### src/rtl/timer_alarm.sv
// CPU-programmable alarm on the free-running timer tick count: one-shot or periodic
// deadline, sticky fired flag with maskable IRQ, and a tear-free counter snapshot.
module timer_alarm #(
    parameter int COUNTER_WIDTH = 16
) (
    input  logic                     clk,
    input  logic                     reset_n,
    input  logic [COUNTER_WIDTH-1:0] counter,
    input  logic [2:0]               addr,
    input  logic                     wr,
    input  logic                     rd,
    input  logic [7:0]               data_in,
    output logic [7:0]               data_out,
    output logic                     irq
);

    localparam logic [2:0] ADDR_INT_LO = 3'd0;
    localparam logic [2:0] ADDR_INT_HI = 3'd1;
    localparam logic [2:0] ADDR_CTRL   = 3'd2;
    localparam logic [2:0] ADDR_STAT   = 3'd3;
    localparam logic [2:0] ADDR_CNT_LO = 3'd4;
    localparam logic [2:0] ADDR_CNT_HI = 3'd5;

    logic [COUNTER_WIDTH-1:0] interval_q, interval_d;
    logic [COUNTER_WIDTH-1:0] deadline_q, deadline_d;
    logic                     enable_q, enable_d;
    logic                     periodic_q, periodic_d;
    logic                     irq_en_q, irq_en_d;
    logic                     fired_q, fired_d;
    logic [7:0]               snap_hi_q, snap_hi_d;
    logic [7:0]               data_out_q, data_out_d;
    logic [7:0]               read_data;
    logic                     match;

    always_comb begin
        read_data = 8'h00;
        case (addr)
            ADDR_INT_LO: read_data = interval_q[7:0];
            ADDR_INT_HI: read_data = interval_q[15:8];
            ADDR_CTRL:   read_data = {5'b00000, irq_en_q, periodic_q, enable_q};
            ADDR_STAT:   read_data = {7'b0000000, fired_q};
            ADDR_CNT_LO: read_data = counter[7:0];
            ADDR_CNT_HI: read_data = snap_hi_q;
            default:     read_data = 8'h00;
        endcase
    end

    assign match = enable_q && (counter == deadline_q);

    always_comb begin
        interval_d = interval_q;
        deadline_d = deadline_q;
        enable_d   = enable_q;
        periodic_d = periodic_q;
        irq_en_d   = irq_en_q;
        fired_d    = fired_q;
        snap_hi_d  = snap_hi_q;
        data_out_d = data_out_q;

        if (match) begin
            fired_d = 1'b1;
            if (periodic_q) begin
                deadline_d = deadline_q + interval_q;
            end else begin
                enable_d = 1'b0;
            end
        end

        // A CTRL write overrides the fire's enable/deadline update, so a same-clk arm proceeds.
        if (wr) begin
            case (addr)
                ADDR_INT_LO: interval_d[7:0]  = data_in;
                ADDR_INT_HI: interval_d[15:8] = data_in;
                ADDR_CTRL: begin
                    periodic_d = data_in[1];
                    irq_en_d   = data_in[2];
                    if (data_in[0] && (interval_q != '0)) begin
                        enable_d   = 1'b1;
                        deadline_d = counter + interval_q;
                    end else begin
                        enable_d = 1'b0;
                    end
                end
                ADDR_STAT: begin
                    if (data_in[0] && !match) begin
                        fired_d = 1'b0;
                    end
                end
                default: ;
            endcase
        end

        if (rd) begin
            data_out_d = read_data;
            if (addr == ADDR_CNT_LO) begin
                snap_hi_d = counter[15:8];
            end
        end
    end

    always_ff @(posedge clk) begin
        if (!reset_n) begin
            interval_q <= '0;
            deadline_q <= '0;
            enable_q   <= 1'b0;
            periodic_q <= 1'b0;
            irq_en_q   <= 1'b0;
            fired_q    <= 1'b0;
            snap_hi_q  <= 8'h00;
            data_out_q <= 8'h00;
        end else begin
            interval_q <= interval_d;
            deadline_q <= deadline_d;
            enable_q   <= enable_d;
            periodic_q <= periodic_d;
            irq_en_q   <= irq_en_d;
            fired_q    <= fired_d;
            snap_hi_q  <= snap_hi_d;
            data_out_q <= data_out_d;
        end
    end

    assign data_out = data_out_q;
    assign irq      = fired_q & irq_en_q;

endmodule
### config.mk
export PLATFORM = sky130hd
export DESIGN_NAME = timer_alarm
export DESIGN_NICKNAME = d
export VERILOG_FILES = /design/src/rtl/timer_alarm.sv
export SDC_FILE = /design/constraint.sdc
export NUM_CORES = 1
export LEC_CHECK = 0
export CORE_MARGIN = 3
export CORE_UTILIZATION = 62
export DETAILED_ROUTE_END_ITERATION = 16
export PLACE_DENSITY = 0.89
export SLEW_MARGIN = 25
export SYNTH_ARGS = -nofsm -noshare
export SYNTH_HDL_FRONTEND = slang
export SYNTH_SLANG_ARGS = --single-unit
### constraint.sdc
create_clock -name clk -period 6.3 [get_ports clk]
set_clock_uncertainty 0.1 [all_clocks]
set_input_delay 1.26 -clock clk [delete_from_list [all_inputs] [get_ports clk]]
set_output_delay 1.26 -clock clk [all_outputs]
set_load 0.01 [all_outputs]
After elaboration in Yosys (flattened, before gate mapping). Index checks and enable logic that the tools add are counted.

Register bits: 52. Bits of input ports: 31. Output and inout port bits: 9. Word-level logic and storage cells: 43.

$add $sub $neg: 2. Equal/unequal tests: 6. Multiplexer cells: 15. Bitwise logic cells: 1. Reductions and logical operators: 10.

Operators by type and width (count): $mux 16 (5); $pmux 8 s6 (1); $add 16x16->16 (2); $eq 16x16->1 (1); $reduce_bool 16->1 (1); $mux 1 (9); $reduce_and 2->1 (4); $eq 3x2->1 const B (2); $eq 3x3->1 const B (2); $eq 3x1->1 const B (1); $logic_and 1x1->1 (3); $logic_not 3->1 (1); $and 1x1->1 (1); $logic_not 1->1 (1).

Depth between registers and ports, before layout. Gate-level depths: netlist of the first run.

Depth after elaboration: 7. Depth in mapped cells: 11. Depth with buffers taken out: 11.

Worst setup path before layout of the first run. Ideal clock, no wire load.

Path kind: input port to flip-flop. Start point: input counter[0]. End point: register deadline_q[14]. Library setup time: 0.139 ns. Data arrival time: 3.076 ns. Required time: 6.061 ns. Path slack: 2.985 ns. Stages on the path: 11. Path buffers: 0. Cells stage by stage: ha_1 inv_1 fa_1 nor2b_1 o31a_1 o211ai_1 nand2_1 a211oi_1 o41ai_1 mux2i_1 a211oi_1.

Cells in the longest elaborated chain, start to end: 6. Elaborated cells between the ends (all ways): 7. Those cells by class: 1 x add/sub; 1 x eq/ne; 4 x mux; 1 x reduce/logical.

Ends and longest elaborated chain: start, declared (RTL line 8) `input logic [COUNTER_WIDTH-1:0] counter,`; branches (longest 5 deep; another with $add 16x16->16); $mux 16 * (RTL line 70) `if (wr) begin`; end signal, assigned (RTL line 113) `deadline_q <= deadline_d;`; end, declared (RTL line 25) `logic [COUNTER_WIDTH-1:0] deadline_q, deadline_d;`.

Mark *: on every way between the ends. A chain may end at the register's enable or synchronous reset.

Worst setup path after layout of the first run.
Start point: input counter[2]. End point: register deadline_q[5].

Same word-level chain as after synthesis.

==> metrics, run 1 <==
Die Ht 84.7 um; fill cell count 435; synthesized netlist cell count 452; total negative slack 0 ps; ranking of synthesized cells by area dfxtp_1 (27%), ha_1 (9.8%), mux2i_1 (8.1%); Post-Syn Area per Cell 8.50 sq um; dpl hpwl 7.89 mm; post-route minimum period 3950 ps; core area 5960 sq um; Netlist cell types 60; sequential fraction of the synthesis area 0.271; via count 3,542; clock sink total 52; total gr overflow 0; combinational share of power 0.179; vias per inst 6.34; Yosys reg bits 52; Antenna Cells 0; # resized after CTS 0; Main synth FF type dfxtp_1; DP Worst Slack 2140 ps; WP data arrival 4030 ps; P per Cell Area 150 nW/um^2; Leakage 1.72 nW; wire length per cell 18.5 um; Hold Crit Class flop to flop; sequential power share 0.525; clock buffer depth 2; global-route wire length before repair 16.9 mm; Synth top cells by count nor2_1 (55), dfxtp_1 (52), a21oi_1 (46), nand2_1 (37), mux2i_1 (31); TritonRoute pass-1 iters 5; max cap viols 0; Reg clk slew, reported paths 100 ps; sw power 0.184 mW; # placed instances 551; DRC 0; Relative slew margins 0.436; post-synthesis instance area 3840 sq um; fin cells 559; CTS Buf Count 5; multi-input logic area 2700 sq um; RSZ-0062 raised after global routing no; fin. max-slew vios 0; final hold vios 0; Iteration-0 DRC Markers 306; largest net degree at the start of global routing 47; Starting Density 0.645; Worst-Skew Late Latency 310 ps; port bufs 39; H-tree levels 2; period utilization 0.627; final setup vio count 0; Setup crit end kind flop; fin nets 546; Yosys top cell area share 0.271; worst slew pin tran 845 ps; part of the power in the clock network 0.297; initial antenna violation count 0; setup slack after layout 2350 ps; most frequent cell after synthesis nor2_1; number of hold buffers added after cts 0; Detailed Route WL 10.4 mm; async set-reset flop share out of synthesis 0; Worst setup SP type input pin; clock root buffer clkbuf_8; FF/Latch Area 1040 sq um; Worst Path Max Fanout 16; Crit Path Class input pin to flop; die area 7180 sq um; Area Overhead vs Synth 13.7%; GRT Total Usage 0.296; number of global-route vias before repair 3,412; Final Wtd Congestion 0.952; die width 84.7 um; row count 28; switching share of power 0.282; critical path required time 6380 ps; Post-DRT Antenna Nets 0; Internal 0.470 mW; synth warn 0; CTS tree built; Post-synth EDFFs 0; status finished, final reports clean; # IOs 40; postcts setup bufs 0; Synth area leader dfxtp_1; layout cell share with drive strength beyond 1 0.0682; post-synth net total 515; maximum VDD drop 0.105 mV; Fmax achieved 253 MHz
sequential cells by signal, summed over array words and instances, names as in the netlist:
register	cells
deadline_q	16
interval_q	16
data_out	8
snap_hi_q	8
enable_q	1
fired_q	1
irq_en_q	1
periodic_q	1
cell usage in the layout (no fill, tap or decap), types with 6 or more instances in the layout:
cell / netlist / final
dfxtp_1: 52 / 52
nand4_1: 6 / 6
nor4_1: 7 / 7
a21o_1: 6 / 6
mux2i_1: 31 / 31
a21oi_1: 46 / 46
inv_1: 8 / 8
a211oi_1: 11 / 11
clkdlybuf4s50_1: 0 / 39
nor2_1: 55 / 54
o21ai_0: 14 / 14
ha_1: 30 / 30
nor2b_1: 13 / 13
nand3_1: 9 / 9
xnor2_1: 26 / 26
mux4_2: 6 / 6
nand2_1: 37 / 37
o21a_1: 6 / 6
xor2_1: 12 / 12
worst max-delay path, stage by stage:
cell,delay [ps]
clkdlybuf4s50_1,490
xnor2_1,250
nand4_1,130
nor3_1,260
nand4_1,300
nor2_2,440
buf_4,340
mux2_1,350
a21oi_1,150
nor2_1,50
per-layer routing:
metal	vias to the layer above	part of all wire	global-route usage
met5	-	0	0
met2	168	0.46	0.480
met3	46	0.068	0.0402
met1	1634	0.43	0.387
li1	1694	-	-
met4	0	0.049	0.141
per-stage QoR:
step / utilization / hold slack [ps] / area, sq um / power (mW)
global route: 0.734 / 438 / 4370 / 0.675
global placement: 0.719 / 367 / 4280 / 0.462
floorplan: - / 355 / 3840 / 0.417
detailed placement: 0.719 / 385 / 4280 / 0.465
CTS: 0.734 / 403 / 4370 / 0.653
finish: 0.734 / 398 / 4370 / 0.655
kinds of logic after synthesis:
kind of cell	Yosys count	synth area share
adder cells (fa/ha/maj)	32	0.108
AND/OR/NAND/NOR	154	0.193
flip-flops	52	0.271
XOR/XNOR	38	0.0866
multiplexers	39	0.122
AO/OA/AOI/OAI	110	0.191
buffers and inverters	27	0.0286
worst paths after layout:
| check | start | slack [ps] | depth (start not counted) | end |
|---|---|---|---|---|
| hold / removal | data_out[1] | 400 | 2 | data_out[1] |
| setup / recovery | counter[2] | 2350 | 10 | deadline_q[5] |
| hold reg to reg | data_out[1] | 400 | 2 | data_out[1] |
| setup reg to reg | interval_q[0] | 3200 | 10 | deadline_q[14] |
power groups by stage:
stage / clock, mW / sequential (mW) / combinational, mW
floorplan: 0 / 0.348 / 0.0689
global placement: 0 / 0.351 / 0.111
detailed placement: 0 / 0.351 / 0.114
CTS: 0.195 / 0.343 / 0.115
global route: 0.204 / 0.344 / 0.127
finish: 0.194 / 0.344 / 0.117
area by class of cell:
cell class              count  share of cell area
clock inverters             2             0.00372
clock buffers               6              0.0166
flip-flops and latches     52               0.238
repair buffers             42              0.0944
inverters                   9             0.00773
well taps                  75              0.0215
multi-input cells         373               0.618
Power figures use the tool's default switching activity.
==> run 2: changes to the inputs <==
- CORE_UTILIZATION: 62 -> 52
- PLACE_DENSITY: 0.89 -> 0.8
- clock period: 6.3 -> 3.2 ns (I/O delays scaled with it)
==> metrics, run 2 (synthesis results as in run 1) <==
fin cells 602; # placed instances 594; Regs by FF count deadline_q (16), interval_q (16); postcts setup bufs 0; part of the power in the clock network 0.300; Worst-Skew Late Latency 320 ps; combinational share of power 0.186; global-route wire length before repair 17.9 mm; worst slew pin tran 821 ps; H-tree levels 2; DRC 0; dpl hpwl 8.55 mm; number of hold buffers added after cts 0; Worst path slowest cell clkdlybuf4s50_1; status finished, final reports clean; WP data arrival 3140 ps; port bufs 39; final hold vios 0; worst path buffer plus inverter count 3; Starting Density 0.551; post-route minimum period 3070 ps; number of global-route vias before repair 3,545; CTS tree built; Crit Path Class input pin to flop; Area Overhead vs Synth 19.4%; Post-DRT Antenna Nets 0; critical path required time 3280 ps; clock root buffer clkbuf_8; max cap viols 0; vias per inst 6.15; Antenna Cells 0; fill cell count 592; Die Ht 92.0 um; # resized after CTS 0; Setup crit end kind flop; Reg2Reg Setup Slack 190 ps; commonest cells after routing, fill and taps aside nor2_1 (54), dfxtp_1 (52), a21oi_1 (46); via count 3,702; RSZ-0062 raised after global routing no; Crit path max-delay family simple AND/OR/NAND/NOR gates; maximum VDD drop 0.170 mV; Iteration-0 DRC Markers 269; Detailed Route WL 11.1 mm; wire length per cell 18.4 um; # IOs 40; period utilization 0.958; switching share of power 0.288; Fmax achieved 326 MHz; core area 6980 sq um; fin. max-slew vios 0; sequential power share 0.514; Internal 0.935 mW; TritonRoute pass-1 iters 5; clock buffer depth 2; Hold Crit Class flop to flop; row count 30; Worst setup SP type input pin; die area 8460 sq um; initial antenna violation count 0; P per Cell Area 286 nW/um^2; Relative slew margins 0.452; GRT Total Usage 0.266; utilization after layout 0.657; CP Cell Sequence clkdlybuf4s50_1 > buf_4 > xnor2_1 > nand4_1 > nor3_1 > nand4_1 > nor2_2 > buf_4 > mux2_1 > a21oi_1 > nor2_1; fin nets 568; Worst Path Max Fanout 5; most common cell after layout, fill and taps aside nor2_1; clock sink total 52; total gr overflow 0; final setup vio count 0; Final Wtd Congestion 0.885; layout cell share with drive strength beyond 1 0.115; Leakage 1.84 nW; Reg clk slew, reported paths 100 ps; largest net degree at the start of global routing 47; sw power 0.378 mW; die width 92.0 um; CTS Buf Count 5; Worst path max stage delay 420 ps
[run 2: changes by cell type in the layout (fill, tap and decap cells not counted), sizes merged]
cell and delta:
buf +22
[run 2: per-layer routing]
metal	routed length (um)	share of wire	up-vias	global-route usage
met2	5270	0.48	162	0.438
met1	4550	0.41	1746	0.333
met5	0	0	-	0
met3	662	0.060	52	0.0394
li1	-	-	1742	-
met4	610	0.055	0	0.147
[run 2: area by class of cell]
type / instances / area, sq um / area share
Clock inverter: 2 / 16.3 / 0.00355
Sequential cell: 52 / 1040 / 0.227
Inverter: 9 / 33.8 / 0.00736
Timing Repair Buffer: 64 / 591 / 0.129
Tap cell: 96 / 120 / 0.0262
Clock buffer: 6 / 72.6 / 0.0158
Multi-Input combinational cell: 373 / 2710 / 0.591
[run 2: worst paths after layout]
| check | startpoint | end | cells after the start |
|---|---|---|---|
| setup / recovery | counter[1] | deadline_q[2] | 11 |
| hold reg to reg | data_out[2] | data_out[2] | 2 |
| setup reg to reg | interval_q[0] | deadline_q[14] | 10 |
| hold / removal | data_out[2] | data_out[2] | 2 |
[run 2: metrics by stage]
stage / setup slack, ps / area [sq um] / TNS, ps / power (mW) / hold slack, ps
detailed placement: -211 / 4490 / -701 / 0.927 / 381
floorplan: 498 / 3840 / 0 / 0.821 / 355
CTS: 80.8 / 4580 / 0 / 1.31 / 397
global placement: -90.7 / 4490 / -307 / 0.921 / 367
global route: 15.8 / 4590 / 0 / 1.35 / 416
finish: 134 / 4590 / 0 / 1.31 / 393
[run 2: power by group through the flow]
stage / Clock, mW / Sequential [mW] / Combinational, mW
final: 0.393 / 0.675 / 0.245
after global routing: 0.411 / 0.676 / 0.264
after CTS: 0.394 / 0.674 / 0.240
after detailed placement: 0 / 0.689 / 0.237
after global placement: 0 / 0.689 / 0.232
after floorplan: 0 / 0.686 / 0.136
[run 2: worst reg2reg max path: stages, from the launching register on]
cell	delay [ps]
dfxtp_1	330
ha_1	250
fa_1	420
a21o_1	230
a2111oi_4	450
a211oi_2	160
o211ai_2	220
a21oi_1	100
or3_1	310
a31oi_1	200
a211oi_1	100
==> run 3: changes to the inputs <==
- CORE_UTILIZATION: 52 -> 58
- DONT_BUFFER_PORTS: unset -> 1
- PLACE_DENSITY: 0.8 -> 0.79
- REMOVE_ABC_BUFFERS: unset -> 1
==> metrics, run 3 (synthesis results as in run 1) <==
total gr overflow 0; port bufs 0; clock sink total 52; status finished, final reports clean; GRT Total Usage 0.272; CP Cell Sequence ha_1 > fa_1 > a21o_1 > a2111oi_4 > a211oi_2 > o211ai_2 > a21oi_1 > or3_1 > a31oi_1 > a211oi_1; TritonRoute pass-1 iters 5; via count 3,381; # resized after CTS 0; initial antenna violation count 0; clock root buffer clkbuf_8; postcts setup bufs 0; clock buffer depth 2; fin nets 508; RR Endpoint deadline_q[14]; critical path required time 3260 ps; # IOs 40; Hold Crit Class input pin to flop; Worst setup SP type flop; Iteration-0 DRC Markers 261; Area Overhead vs Synth 5.01%; Relative slew margins 0.454; period utilization 0.938; Fmax achieved 333 MHz; Final Wtd Congestion 0.985; Worst Hold Depth 1; CTS Buf Count 5; launch point of the worst reg-to-reg path interval_q[0]; Antenna Cells 0; post-route minimum period 3000 ps; row count 29; die width 87.4 um; Fin Hold WS 312 ps; die area 7640 sq um; maximum VDD drop 0.407 mV; reg2reg path depth 10; Worst path slowest cell a2111oi_4; Hold Path Origin rd; Regs by FF count deadline_q (16), interval_q (16); wire length per cell 19.6 um; Post-DRT Antenna Nets 0; global-route wire length before repair 16.2 mm; largest net degree at the start of global routing 47; fin. max-slew vios 0; number of global-route vias before repair 3,197; Leakage 1.60 nW; Worst-Skew Late Latency 310 ps; RSZ-0062 raised after global routing no; Detailed Route WL 10.3 mm; Hold Path End data_out[0]; worst slew pin tran 817 ps; number of hold buffers added after cts 0; P per Cell Area 328 nW/um^2; total negative slack 0 ps; H-tree levels 2; Worst Path Max Fanout 5; Reg clk slew, reported paths 100 ps; Starting Density 0.602; layout cell share with drive strength beyond 1 0.0785; DRC 0; Reg2Reg Setup Slack 200 ps; Die Ht 87.4 um; vias per inst 6.46; max cap viols 0; CTS tree built; most common cell after layout, fill and taps aside nor2_1; dpl hpwl 7.85 mm; final hold vios 0; final setup vio count 0; Crit Path Class flop to flop; commonest cells after routing, fill and taps aside nor2_1 (54), dfxtp_1 (52), a21oi_1 (46); core area 6390 sq um; Setup crit end kind flop; WP data arrival 3060 ps; Worst path max stage delay 450 ps
[run 3: routing by layer]
metal  up-vias  GRT usage  wire length [um]  part of all wire
met5         -          0                 0                 0
met4         0     0.0683               140             0.014
met3        14     0.0596               825             0.080
met2       131      0.451              4900              0.48
met1      1619      0.357              4410              0.43
li1       1617          -                 -                 -
[run 3: report_power, final]
part	total, mW	leakage [nW]	internal [mW]	switching (mW)
Combinational	0.155	1.11	0.0730	0.0825
Clock	0.491	0.0614	0.256	0.235
Sequential	0.677	0.421	0.660	0.0170
Total	1.32	1.60	0.990	0.334
[run 3: worst max-delay path: cells and delay by family, from the launching register on]
kind	cells	cell delay [ps]
simple gates	1	310
fa+ha+maj	2	700
flops	1	360
compound gates	7	1390
[run 3: layout make-up]
class,instances,area (sq um)
Clock inverter,2,38.8
Fill cell,558,2350
Tap cell,77,96.3
Inverter,9,33.8
Multi-Input combinational cell,373,2700
Timing Repair Buffer,4,42.5
Clock buffer,6,82.6
Sequential cell,52,1040
[run 3: stage by stage]
| stage | std cells | cell area [sq um] | utilization | worst slack [ps] | power (mW) |
|---|---|---|---|---|---|
| after global placement | 515 | 3920 | 0.613 | 313 | 0.840 |
| after global routing | 523 | 4040 | 0.632 | 75.8 | 1.37 |
| after floorplan | 434 | 3770 | - | 147 | 0.810 |
| final | 523 | 4040 | 0.632 | 197 | 1.32 |
| after detailed placement | 515 | 3920 | 0.613 | 217 | 0.845 |
| after CTS | 523 | 4040 | 0.632 | 207 | 1.33 |
[run 3: worst max path at each step]
stage	start	end	slack (ps)	cells past startpoint
6_report	interval_q[0]	deadline_q[14]	200	10
5_1_grt	interval_q[0]	deadline_q[14]	80	10
4_1_cts	interval_q[0]	deadline_q[14]	210	10
3_5_place_dp	interval_q[0]	deadline_q[14]	220	10
3_3_place_gp	interval_q[0]	deadline_q[14]	310	10
2_1_floorplan	counter[14]	deadline_q[15]	150	7
